--- src/rtl/pulse_recover_pkg.sv ---
// Shared definitions for the pulse recovery path: FSM state encodings
// and the width of the qualification / pulse-length counters.
package pulse_recover_pkg;

  localparam int CNT_W = 8;

  localparam logic [2:0] ST_IDLE      = 3'd0;
  localparam logic [2:0] ST_QUAL_HIGH = 3'd1;
  localparam logic [2:0] ST_PULSE     = 3'd2;
  localparam logic [2:0] ST_HIGH      = 3'd3;
  localparam logic [2:0] ST_QUAL_LOW  = 3'd4;

  typedef enum logic [2:0] {
    IDLE      = ST_IDLE,
    QUAL_HIGH = ST_QUAL_HIGH,
    PULSE     = ST_PULSE,
    HIGH      = ST_HIGH,
    QUAL_LOW  = ST_QUAL_LOW
  } state_t;

endpackage

--- src/rtl/sync_2ff.sv ---
// Two-flop synchroniser for a single asynchronous level.
// Ports: clk, reset (async, active-high), d (async in), q (synchronised out).
module sync_2ff (
  input  logic clk,
  input  logic reset,
  input  logic d,
  output logic q
);

  logic meta;

  always_ff @(posedge clk or posedge reset) begin
    if (reset) begin
      meta <= 1'b0;
      q    <= 1'b0;
    end else begin
      meta <= d;
      q    <= meta;
    end
  end

endmodule

--- src/rtl/pulse_recover.sv ---
// Recovers clean single-cycle-group events from a slow, glitchy level input.
// Ports: clk, reset (async, active-high), I_slow (async level), I_clear
// (sync count clear), O_fast (recovered pulse), O_level (filtered level),
// O_busy (FSM not idle), O_count (event count, only with
// PULSE_RECOVER_COUNT_EN; tied to 0 otherwise).
module pulse_recover #(
  parameter int pFILTER_CYCLES = 4,
  parameter int pPULSE_WIDTH   = 1,
  parameter int pCOUNT_WIDTH   = 16
) (
  input  logic                    clk,
  input  logic                    reset,
  input  logic                    I_slow,
  input  logic                    I_clear,
  output logic                    O_fast,
  output logic                    O_level,
  output logic                    O_busy,
  output logic [pCOUNT_WIDTH-1:0] O_count
);

  import pulse_recover_pkg::*;

  localparam logic [CNT_W-1:0] FLT_LAST = CNT_W'(pFILTER_CYCLES - 1);
  localparam logic [CNT_W-1:0] PW       = CNT_W'(pPULSE_WIDTH);
  localparam bit               FLT_ONE  = (pFILTER_CYCLES == 1);

  logic s;

  sync_2ff u_sync (
    .clk   (clk),
    .reset (reset),
    .d     (I_slow),
    .q     (s)
  );

  state_t           state, state_n;
  logic [CNT_W-1:0] qcnt, qcnt_n;
  logic [CNT_W-1:0] pcnt, pcnt_n;
  logic             fast_n, level_n;
  logic             go;

  always_comb begin
    state_n = state;
    qcnt_n  = qcnt;
    pcnt_n  = pcnt;
    fast_n  = O_fast;
    level_n = O_level;
    go      = 1'b0;
    unique case (state)
      IDLE: begin
        if (s) begin
          if (FLT_ONE) begin
            go = 1'b1;
          end else begin
            state_n = QUAL_HIGH;
            qcnt_n  = 8'd1;
          end
        end
      end
      QUAL_HIGH: begin
        if (!s) begin
          state_n = IDLE;
          qcnt_n  = '0;
        end else if (qcnt == FLT_LAST) begin
          go = 1'b1;
        end else begin
          qcnt_n = qcnt + 8'd1;
        end
      end
      PULSE: begin
        if (pcnt == PW) begin
          state_n = HIGH;
          fast_n  = 1'b0;
        end else begin
          pcnt_n = pcnt + 8'd1;
        end
      end
      HIGH: begin
        if (!s) begin
          if (FLT_ONE) begin
            state_n = IDLE;
            level_n = 1'b0;
          end else begin
            state_n = QUAL_LOW;
            qcnt_n  = 8'd1;
          end
        end
      end
      QUAL_LOW: begin
        if (s) begin
          state_n = HIGH;
          qcnt_n  = '0;
        end else if (qcnt == FLT_LAST) begin
          state_n = IDLE;
          level_n = 1'b0;
        end else begin
          qcnt_n = qcnt + 8'd1;
        end
      end
      default: state_n = IDLE;
    endcase
    // PULSE entry from either qualifying path
    if (go) begin
      state_n = PULSE;
      fast_n  = 1'b1;
      level_n = 1'b1;
      pcnt_n  = 8'd1;
    end
  end

  always_ff @(posedge clk or posedge reset) begin
    if (reset) begin
      state   <= IDLE;
      qcnt    <= '0;
      pcnt    <= '0;
      O_fast  <= 1'b0;
      O_level <= 1'b0;
      O_busy  <= 1'b0;
    end else begin
      state   <= state_n;
      qcnt    <= qcnt_n;
      pcnt    <= pcnt_n;
      O_fast  <= fast_n;
      O_level <= level_n;
      O_busy  <= (state_n != IDLE);
    end
  end

`ifdef PULSE_RECOVER_COUNT_EN
  logic [pCOUNT_WIDTH-1:0] count_q;

  // clear coincident with an event leaves that event counted
  always_ff @(posedge clk or posedge reset) begin
    if (reset) begin
      count_q <= '0;
    end else if (I_clear) begin
      count_q <= go ? pCOUNT_WIDTH'(1) : '0;
    end else if (go && (count_q != '1)) begin
      count_q <= count_q + pCOUNT_WIDTH'(1);
    end
  end

  assign O_count = count_q;
`else
  logic unused_cnt;
  assign unused_cnt = I_clear ^ go;
  assign O_count    = '0;
`endif

endmodule

--- config.mk ---
export PLATFORM = sky130hd
export DESIGN_NAME = pulse_recover
export DESIGN_NICKNAME = d
export VERILOG_FILES = /design/src/rtl/pulse_recover_pkg.sv /design/src/rtl/sync_2ff.sv /design/src/rtl/pulse_recover.sv
export SDC_FILE = /design/constraint.sdc
export NUM_CORES = 1
export LEC_CHECK = 0
export ABC_CLOCK_PERIOD_IN_PS = 2700
export CORE_UTILIZATION = 45
export CTS_BUF_LIST = sky130_fd_sc_hd__clkbuf_4 sky130_fd_sc_hd__clkbuf_8
export DETAILED_ROUTE_END_ITERATION = 12
export PLACE_DENSITY_LB_ADDON = 0.25
export SLEW_MARGIN = 30
export SYNTH_ARGS = -nofsm -noshare
export SYNTH_HDL_FRONTEND = slang
export SYNTH_SLANG_ARGS = --single-unit
--- constraint.sdc ---
create_clock -name clk -period 2.7 [get_ports clk]
set_input_delay 0.54 -clock clk [delete_from_list [all_inputs] [get_ports clk]]
set_output_delay 0.54 -clock clk [all_outputs]
set_load 0.02 [all_outputs]
### After elaboration in Yosys (flattened, before gate mapping)

Index checks and enable logic that the tools add are counted.
W data, S select, Z words.

* bits in registers: 24
* output and inout port bits: 19
* bits of input ports: 4
* word-level logic and storage cells: 58

* multiplexer cells: 27
* add/subtract/negate cells: 2
* reductions and logical operators: 11
* equality and inequality tests: 10

Operator list (count)
* $mux W8: 8
* $pmux W8 S4: 1
* $mux W3: 7
* $add A8 B1 Y8 const B: 2
* $pmux W3 S5: 1
* $mux W1: 10
* $eq A8 B1 Y1 const B: 1
* $eq A8 B2 Y1 const B: 1
* $reduce_bool A2 Y1: 4
* $eq A3 B2 Y1 const B: 2
* $ne A2 B2 Y1 const B: 3
* $reduce_and A3 Y1: 2
* $reduce_and A2 Y1: 2
* $reduce_bool A4 Y1: 1
* $eq A3 B1 Y1 const B: 1
* $eq A3 B3 Y1 const B: 1
* $logic_not A3 Y1: 1
* $reduce_bool A3 Y1: 1
* $ne A2 B1 Y1 const B: 1

### Depth between registers and ports, before layout

Gate-level depths: netlist (run 1).

* depth after elaboration: 6
* depth in mapped cells: 6
* gate-level depth less buffers: 6

### Cells and area by module

Synthesis (run 1) repeated with hierarchy kept, for this count alone.

* cells, all modules: 165
* area, all modules: 1510.2 um2

Modules (own cells, without submodules)
* pulse_recover: sequential area each 550.5 um2, instances 1, area each 1456.4 um2, cells each 162
* sync_2ff: sequential area each 50.0 um2, instances 1, area each 53.8 um2, cells each 3

### Worst setup path before layout (run 1)

Ideal clock, no wire load.

* path kind: reg2reg
* start: register qcnt[0]
* end: register O_busy
* buffers on the path: 0
* period minus slack after synthesis: 1747 ps
* setup time: 139 ps
* path slack: 953 ps
* required time: 2561 ps
* data arrival time: 1609 ps
* stages on the path, launching flop included: 6
* path through: dfrtp_1 -> ha_1 -> or4b_4 -> or2_4 -> a211oi_2 -> a21oi_1

* word-level cells in the longest chain between the ends: 6
* elaborated cells between the ends (all ways): 9
* classes of those cells: 1 x eq/ne; 7 x mux; 1 x reduce/logical

RTL lines
* start: declaration: RTL line pulse_recover.sv:37 `logic [CNT_W-1:0] qcnt, qcnt_n;`
* start signal: assignment: RTL line pulse_recover.sv:121 `qcnt <= qcnt_n;`
* $eq A8 B2 Y1 *: RTL line pulse_recover.sv:64, pulse_recover.sv:93
* $mux W3 or $mux W1 (tied branches): RTL line pulse_recover.sv:93, pulse_recover.sv:64
* $mux W3 or $mux W1 (tied branches): RTL line pulse_recover.sv:90, pulse_recover.sv:61
* $pmux W3 S5 or $mux W1 (tied branches): RTL line pulse_recover.sv:49 `unique case (state)`
* $mux W3 *: RTL line pulse_recover.sv:103 `if (go) begin`
* $reduce_bool A3 Y1 *: RTL line pulse_recover.sv:125 `O_busy <= (state_n != IDLE);`
* end signal: assignment: RTL line pulse_recover.sv:125
* end: declaration: RTL line pulse_recover.sv:17 `output logic O_busy,`

Every way passes the cells marked *; elsewhere a longest branch is shown, timed or not.
A chain may end at the register's enable or synchronous reset.

### Final worst setup path (run 1)

* start: register qcnt[0]
* end: register qcnt[3]

* word-level cells in the longest chain between the ends: 4
* elaborated cells between the ends (all ways): 6
* classes of those cells: 1 x add/sub; 1 x eq/ne; 4 x mux

RTL lines (RTL line)
* $add A8 B1 Y8 or $eq A8 B2 Y1 (tied branches)
* $mux W8 *: pulse_recover.sv:64, pulse_recover.sv:93
* $mux W8 (on tied branches): pulse_recover.sv:90, pulse_recover.sv:61
* $pmux W8 S4 *: pulse_recover.sv:49

Marks and branches as above.

==> results of run 1 <==
==> metrics by stage <==
stage          hold WS, ns  worst slack (ns)  utilization [%]  cells  total power (W)
6_report             0.365             0.788             50.4    202          0.00126
5_1_grt              0.390             0.680             50.4    202          0.00135
4_1_cts              0.368             0.783             50.4    202          0.00127
3_5_place_dp         0.336             0.788             49.3    198          0.00108
3_3_place_gp         0.334             0.837             49.3    198          0.00105
2_1_floorplan        0.331             0.953                -    168         0.000954
==> sequential cells by signal (all words and copies together) (netlist names) <==
| signal | flops |
|---|---|
| pcnt | 8 |
| qcnt | 8 |
| O_level | 1 |
| O_fast | 1 |
| u_sync.q | 1 |
| u_sync.meta | 1 |
| O_busy | 1 |
| state | 3 |
==> worst max-delay path: stages (launching register included) <==
cell and delay (ns):
dfrtp_1 0.42, ha_1 0.24, or4b_4 0.55, nor2_8 0.21
nor2_2 0.09, a221o_1 0.31
==> where the power goes <==
group	total, W	leakage (nW)	switching (W)	internal [W]
clock network	0.000191	0.0210	0.000108	0.0000824
registers	0.000544	0.314	0.000113	0.000431
logic	0.000521	0.392	0.000286	0.000235
total	0.00126	0.727	0.000507	0.000749
==> cells in the mapped netlist, types with 2 or more instances <==
| cell | n | area (um^2) |
|---|---|---|
| dfrtp_1 | 24 | 601 |
| buf_4 | 16 | 120 |
| nand2_1 | 14 | 52.6 |
| nor2_1 | 9 | 33.8 |
| inv_1 | 7 | 26.3 |
| nand3_1 | 6 | 30.0 |
| o21ai_0 | 5 | 25.0 |
| xor2_1 | 5 | 43.8 |
| nor3_1 | 4 | 20.0 |
| a211oi_1 | 3 | 22.5 |
| a21oi_1 | 3 | 15.0 |
| a221o_1 | 3 | 30.0 |
| a22o_1 | 3 | 26.3 |
| buf_2 | 3 | 15.0 |
| ha_1 | 3 | 37.5 |
| a21o_1 | 2 | 15.0 |
| and3_1 | 2 | 12.5 |
| mux2i_1 | 2 | 20.0 |
| nand2b_1 | 2 | 12.5 |
| nor2b_1 | 2 | 12.5 |
| nor4b_1 | 2 | 17.5 |
| or3_1 | 2 | 12.5 |
| or3_4 | 2 | 22.5 |
==> layout make-up <==
| cell class | count | share of cell area (%) |
|---|---|---|
| clock buffer | 4 | 2.32 |
| sequential | 24 | 38.4 |
| tap | 44 | 3.52 |
| multi-input combinational | 117 | 50.4 |
| timing repair buffer | 6 | 3.68 |
| inverter | 7 | 1.68 |
==> placed cells by master, fill, tap and decap left out, types with 4 or more instances in the layout <==
master            n
clkdlybuf4s50_1   5
o21ai_0           5
conb_1           16
dfrtp_1          24
nand2_1          14
nand3_1           6
nor3_1            4
inv_1             7
nor2_1            9
xor2_1            5
==> per-layer routing <==
metal,track usage (%),part of all wire [%],wire length [um]
met5,0,0,0
met4,5.98,0.93,24
met3,2.60,2.5,64
met2,28.1,49,1270
met1,22.7,47,1220
==> cells by family after synthesis <==
| logic type | Yosys count | share of synthesized area, % |
|---|---|---|
| DFF | 24 | 40.1 |
| xor gates and xnor gates | 6 | 3.51 |
| other | 1 | 0.250 |
| muxes | 2 | 1.34 |
| and+or+nand+nor | 58 | 24.0 |
| buffers and inverters | 27 | 11.0 |
| AOI/OAI and AO/OA | 32 | 17.4 |
| adders and majority gates | 3 | 2.50 |
==> worst paths after layout <==
check | from | end | cells past startpoint
max in group asynchronous | reset | qcnt[0]$_DFFE_PP0P_ | 3
hold / removal | u_sync.meta$_DFF_PP0_ | u_sync.q$_DFF_PP0_ | 0
hold reg to reg | u_sync.meta$_DFF_PP0_ | u_sync.q$_DFF_PP0_ | 0
setup reg to reg | qcnt[0]$_DFFE_PP0P_ | qcnt[3]$_DFFE_PP0P_ | 5
min in group asynchronous | reset | O_level$_DFFE_PP0P_ | 2
setup / recovery | qcnt[0]$_DFFE_PP0P_ | qcnt[3]$_DFFE_PP0P_ | 5
==> summary.txt, run 1 <==
Initial antenna violation count -> 0
Total gr overflow -> 0
Worst EP required -> 2.91 ns
Final setup viols -> 0
CP Class -> register to register
Die W -> 59.7 um
Drt first-iter violations -> 44
Cts hold-fix bufs -> 0
Post-route cell area -> 1570 um^2
Placed cell area -> 1530 um^2
Max clock buf depth -> 2
First-pass GRT wire length -> 4560 um
PwrDens -> 802 nW/um^2
Remaining antenna violation count after routing -> 0
H-tree depth -> 1
Clock skew -> 0.00801 ns
Setup tns final -> 0 ns
Worst slew pin tran -> 0.563 ns
Sequential area share after synthesis -> 40.1%
Die Height -> 59.7 um
Unrepaired setup endpoints after global routing -> false
Register area -> 601 um^2
Asr flop ratio synth -> 100%
Hpwl dp -> 1930 um
Reg clk slew, reported paths -> 0.14 ns
Final Wtd Congestion -> 0.831
Synthesized flop and latch total -> 24
CP Capture Type -> register
Worst VDD drop -> 0.325 mV
Lkg Pwr -> 0.727 nW
Worst Path Arrival -> 2.12 ns
Via count -> 1072
Ratio of cells with drive above 1 in the final layout -> 12.7%
Postcts setup bufs -> 0
Post-synth EDFFs -> 0
CP Max Fanout -> 8
Routed len/inst -> 12.8 um
Max_cap viols -> 0
Worst setup SP type -> register
Clock Latency Late Sink -> 0.32 ns
Vias per cell -> 5.31
Multi-input logic area -> 790 um^2
Area Overhead vs Synth -> 4.42%
Largest net degree at the start of global routing -> 17
Number of cell rows -> 20
Max-slew violations -> 0
Fillers -> 299
Crit share post-route -> 70.8%
Total GRT Usage -> 17.0%
Max transition margin -> 62.4%
Crit path time final -> 1.91 ns
Drt total wl -> 2580 um
Mapped cell area -> 1500 um^2
Clk sinks -> 24
Final nets -> 166
Die footprint -> 3570 um^2
CTS tree -> yes
Ant. Diodes -> 0
Flop2flop setup slack -> 0.79 ns
IO Pins -> 23
TritonRoute pass-1 iters -> 4
Main synth FF type -> dfrtp_1
Worst hold path class -> register to register
Yosys synthesis warning count -> 0
Syn Area/Cell -> 9.80 um^2
Vias in the first global route -> 988
Count of cell types in the netlist -> 52
DRC -> 0
Post_cts resized -> 0
Upper clock frequency limit -> 0.523 GHz
Post-synthesis cell count -> 153
Status -> finished, final reports clean
TritonCTS Buffers -> 3
Final hold violations -> 0
Starting Density -> 48.3%
Core area -> 3100 um^2
IO Port Bufs -> 5
Clock Tree Root -> clkbuf_4
No activity file was read; power rests on OpenSTA's default activity.
==> inputs of run 2 (changes only) <==
--- a/config.mk
+++ b/config.mk
@@ -5,7 +5,7 @@
 export SDC_FILE = /design/constraint.sdc
 export NUM_CORES = 1
 export LEC_CHECK = 0
-export ABC_CLOCK_PERIOD_IN_PS = 2700
+export ABC_CLOCK_PERIOD_IN_PS = 1900
 export CORE_UTILIZATION = 45
 export CTS_BUF_LIST = sky130_fd_sc_hd__clkbuf_4 sky130_fd_sc_hd__clkbuf_8
 export DETAILED_ROUTE_END_ITERATION = 12
==> constraint.sdc (replaced) <==
create_clock -name clk -period 1.9 [get_ports clk]
set_input_delay 0.38 -clock clk [delete_from_list [all_inputs] [get_ports clk]]
set_output_delay 0.38 -clock clk [all_outputs]
set_load 0.02 [all_outputs]
==> run 2 against run 1 <==
Sequential power rose by 36%. Clock-buffer cell count fell by 1. Non-clock buffer count rose by 7. Cell count rose by 3.5%. Cell area rose by 6.0%. Die area did not move. Utilization rose by 3.0 points. Via count rose by 2.2%. Sequential share of layout area fell by 2.2 points. Largest power group is now combinational logic.
==> summary.txt, run 2 (synthesis gave the netlist of run 1 again) <==
CTS tree -> yes (unchanged)
Max transition margin -> 65.0% (was 62.4%)
Starting Density -> 48.3% (unchanged)
Int Power -> 0.00124 W (was 0.000749 W)
Setup tns final -> 0 ns (unchanged)
Core area -> 3100 um^2 (unchanged)
Die footprint -> 3570 um^2 (unchanged)
Crit path max-delay family -> simple AND/OR/NAND/NOR gates (unchanged)
Hpwl dp -> 2030 um (was 1930 um)
Max_cap viols -> 0 (unchanged)
Worst hold path class -> register to register (unchanged)
Status -> finished, final reports clean (unchanged)
Fin cells -> 209 (was 202)
Clock power frac -> 18.6% (was 15.2%)
CP Capture Type -> register (unchanged)
Max clock buf depth -> 2 (unchanged)
Drt first-iter violations -> 41 (was 44)
Total GRT Usage -> 16.7% (was 17.0%)
IO Port Bufs -> 5 (unchanged)
Final nets -> 173 (was 166)
Sw frac -> 37.6% (was 40.4%)
Unrepaired setup endpoints after global routing -> false (unchanged)
DRC -> 0 (unchanged)
Worst setup SP type -> register (unchanged)
Final Wtd Congestion -> 0.846 (was 0.831)
Crit share post-route -> 95.5% (was 70.8%)
Drt total wl -> 2700 um (was 2580 um)
Routed len/inst -> 12.9 um (was 12.8 um)
Clock Latency Late Sink -> 0.32 ns (about the same)
Area Overhead vs Synth -> 10.7% (was 4.42%)
Initial antenna violation count -> 0 (unchanged)
Lkg Pwr -> 0.773 nW (was 0.727 nW)
CP Class -> register to register (unchanged)
Ant. Diodes -> 0 (unchanged)
PwrDens -> 1190 nW/um^2 (was 802 nW/um^2)
Clock Tree Root -> clkbuf_4 (unchanged)
IO Pins -> 23 (unchanged)
CP Max Fanout -> 8 (unchanged)
Remaining antenna violation count after routing -> 0 (unchanged)
Clock skew -> 0.0113 ns (was 0.00801 ns)
Number of cell rows -> 20 (unchanged)
Worst path buffer plus inverter count -> 0 (unchanged)
Vias per cell -> 5.24 (was 5.31)
Final setup viols -> 0 (unchanged)
Total gr overflow -> 0 (unchanged)
Worst Path Arrival -> 2.02 ns (was 2.12 ns)
Tot Pwr -> 0.00198 W (was 0.00126 W)
Via count -> 1096 (was 1072)
Biggest regs -> pcnt x8, qcnt x8, state x3 (unchanged)
H-tree depth -> 1 (unchanged)
TritonRoute pass-1 iters -> 2 (was 4)
Worst VDD drop -> 0.527 mV (was 0.325 mV)
Die W -> 59.7 um (unchanged)
Psw -> 0.000744 W (was 0.000507 W)
Slowest stage cell on the critical path -> or4b_4 (unchanged)
TritonCTS Buffers -> 3 (unchanged)
Max-slew violations -> 0 (unchanged)
Worst slew pin tran -> 0.517 ns (was 0.563 ns)
Reg clk slew, reported paths -> 0.12 ns (was 0.14 ns)
Clk sinks -> 24 (unchanged)
Vias in the first global route -> 1020 (was 988)
Comb power frac -> 44.0% (was 41.5%)
Upper clock frequency limit -> 0.551 GHz (was 0.523 GHz)
Critical path cell sequence -> ha_4, or4b_4, nor2_8, nor2_2, a221o_1 (was ha_1, or4b_4, nor2_8, nor2_2, a221o_1)
Largest net degree at the start of global routing -> 16 (was 17)
Most frequent cells in the layout -> dfrtp_1 (24), conb_1 (16), nand2_1 (14), nor2_1 (9) (was dfrtp_1 (24), conb_1 (16), nand2_1 (14), nor2_1 (9), inv_1 (7))
Die Height -> 59.7 um (unchanged)
Crit path time final -> 1.81 ns (was 1.91 ns)
Final hold violations -> 0 (unchanged)
Worst EP required -> 2.11 ns (was 2.91 ns)
First-pass GRT wire length -> 4440 um (was 4560 um)
Crit path largest cell delay -> 0.53 ns (was 0.55 ns)
Placed cells -> 204 (was 198)
Register share of total power -> 37.4% (was 43.3%)
Ratio of cells with drive above 1 in the final layout -> 17.0% (was 12.7%)
Commonest non-fill, non-tap cell in the layout -> dfrtp_1 (unchanged)
[run 2: cell types whose count changed in the layout (fill, tap and decap cells not counted)]
cell	previous run	this run
buf_4	1	7
buf_12	0	1
bufinv_16	0	1
clkbuf_8	1	0
ha_1	3	2
ha_4	0	1
[run 2: area by class of cell]
type	instances	area, um^2
multi-input combinational	117	802
inverter	7	26.3
fill	301	1440
clock inverter	1	30.0
tap	44	55.1
timing repair buffer	13	123
clock buffer	3	22.5
sequential	24	601
[run 2: worst register-to-register path, cell delays in order (launching register included)]
cell	delay, ns
dfrtp_1	0.42
ha_4	0.17
or4b_4	0.54
nor2_8	0.20
nor2_2	0.09
a221o_1	0.29
[run 2: per-stage QoR]
stage          utilization (%)  hold WS [ns]  setup slack, ns  area, um^2
6_report                  53.5         0.365           0.0855        1660
5_1_grt                   53.5         0.370           0.0115        1660
2_1_floorplan                -         0.331            0.153        1560
4_1_cts                   52.8         0.364           0.0333        1640
3_3_place_gp              51.1         0.333           0.0856        1590
3_5_place_dp              51.1         0.336           0.0502        1590
[run 2: repair_timing]
action,CTS,global route
hold buffers,0,0
resized for setup,0,2
setup buffers,0,1
setup endpoints to repair,0,5
[run 2: routing by layer]
layer,vias to the layer above,share of wire (%),GRT usage [%]
met5,-,0,0
met4,0,0.33,3.99
met3,2,2.4,3.90
met1,535,46,19.9
li1,540,-,-
met2,19,51,30.0
[run 2: power by group through the flow]
stage          registers [W]  clock network [W]  logic [W]
3_5_place_dp        0.000744                  0   0.000857
5_1_grt             0.000756           0.000390   0.000978
3_3_place_gp        0.000736                  0   0.000829
4_1_cts             0.000732           0.000381   0.000861
6_report            0.000741           0.000368   0.000871
2_1_floorplan       0.000734                  0   0.000622
[run 2: final timing paths]
path                                  endpoint                  start  slack [ns]  depth (start not counted)
max                        qcnt[3]$_DFFE_PP0P_    qcnt[1]$_DFFE_PP0P_        0.09                          5
min                         u_sync.q$_DFF_PP0_  u_sync.meta$_DFF_PP0_        0.36                          0
max reg2reg                qcnt[3]$_DFFE_PP0P_    qcnt[1]$_DFFE_PP0P_        0.09                          5
min reg2reg                 u_sync.q$_DFF_PP0_  u_sync.meta$_DFF_PP0_        0.36                          0
max in group asynchronous   u_sync.q$_DFF_PP0_                  reset        1.11                          3
min in group asynchronous  qcnt[5]$_DFFE_PP0P_                  reset        0.37                          2
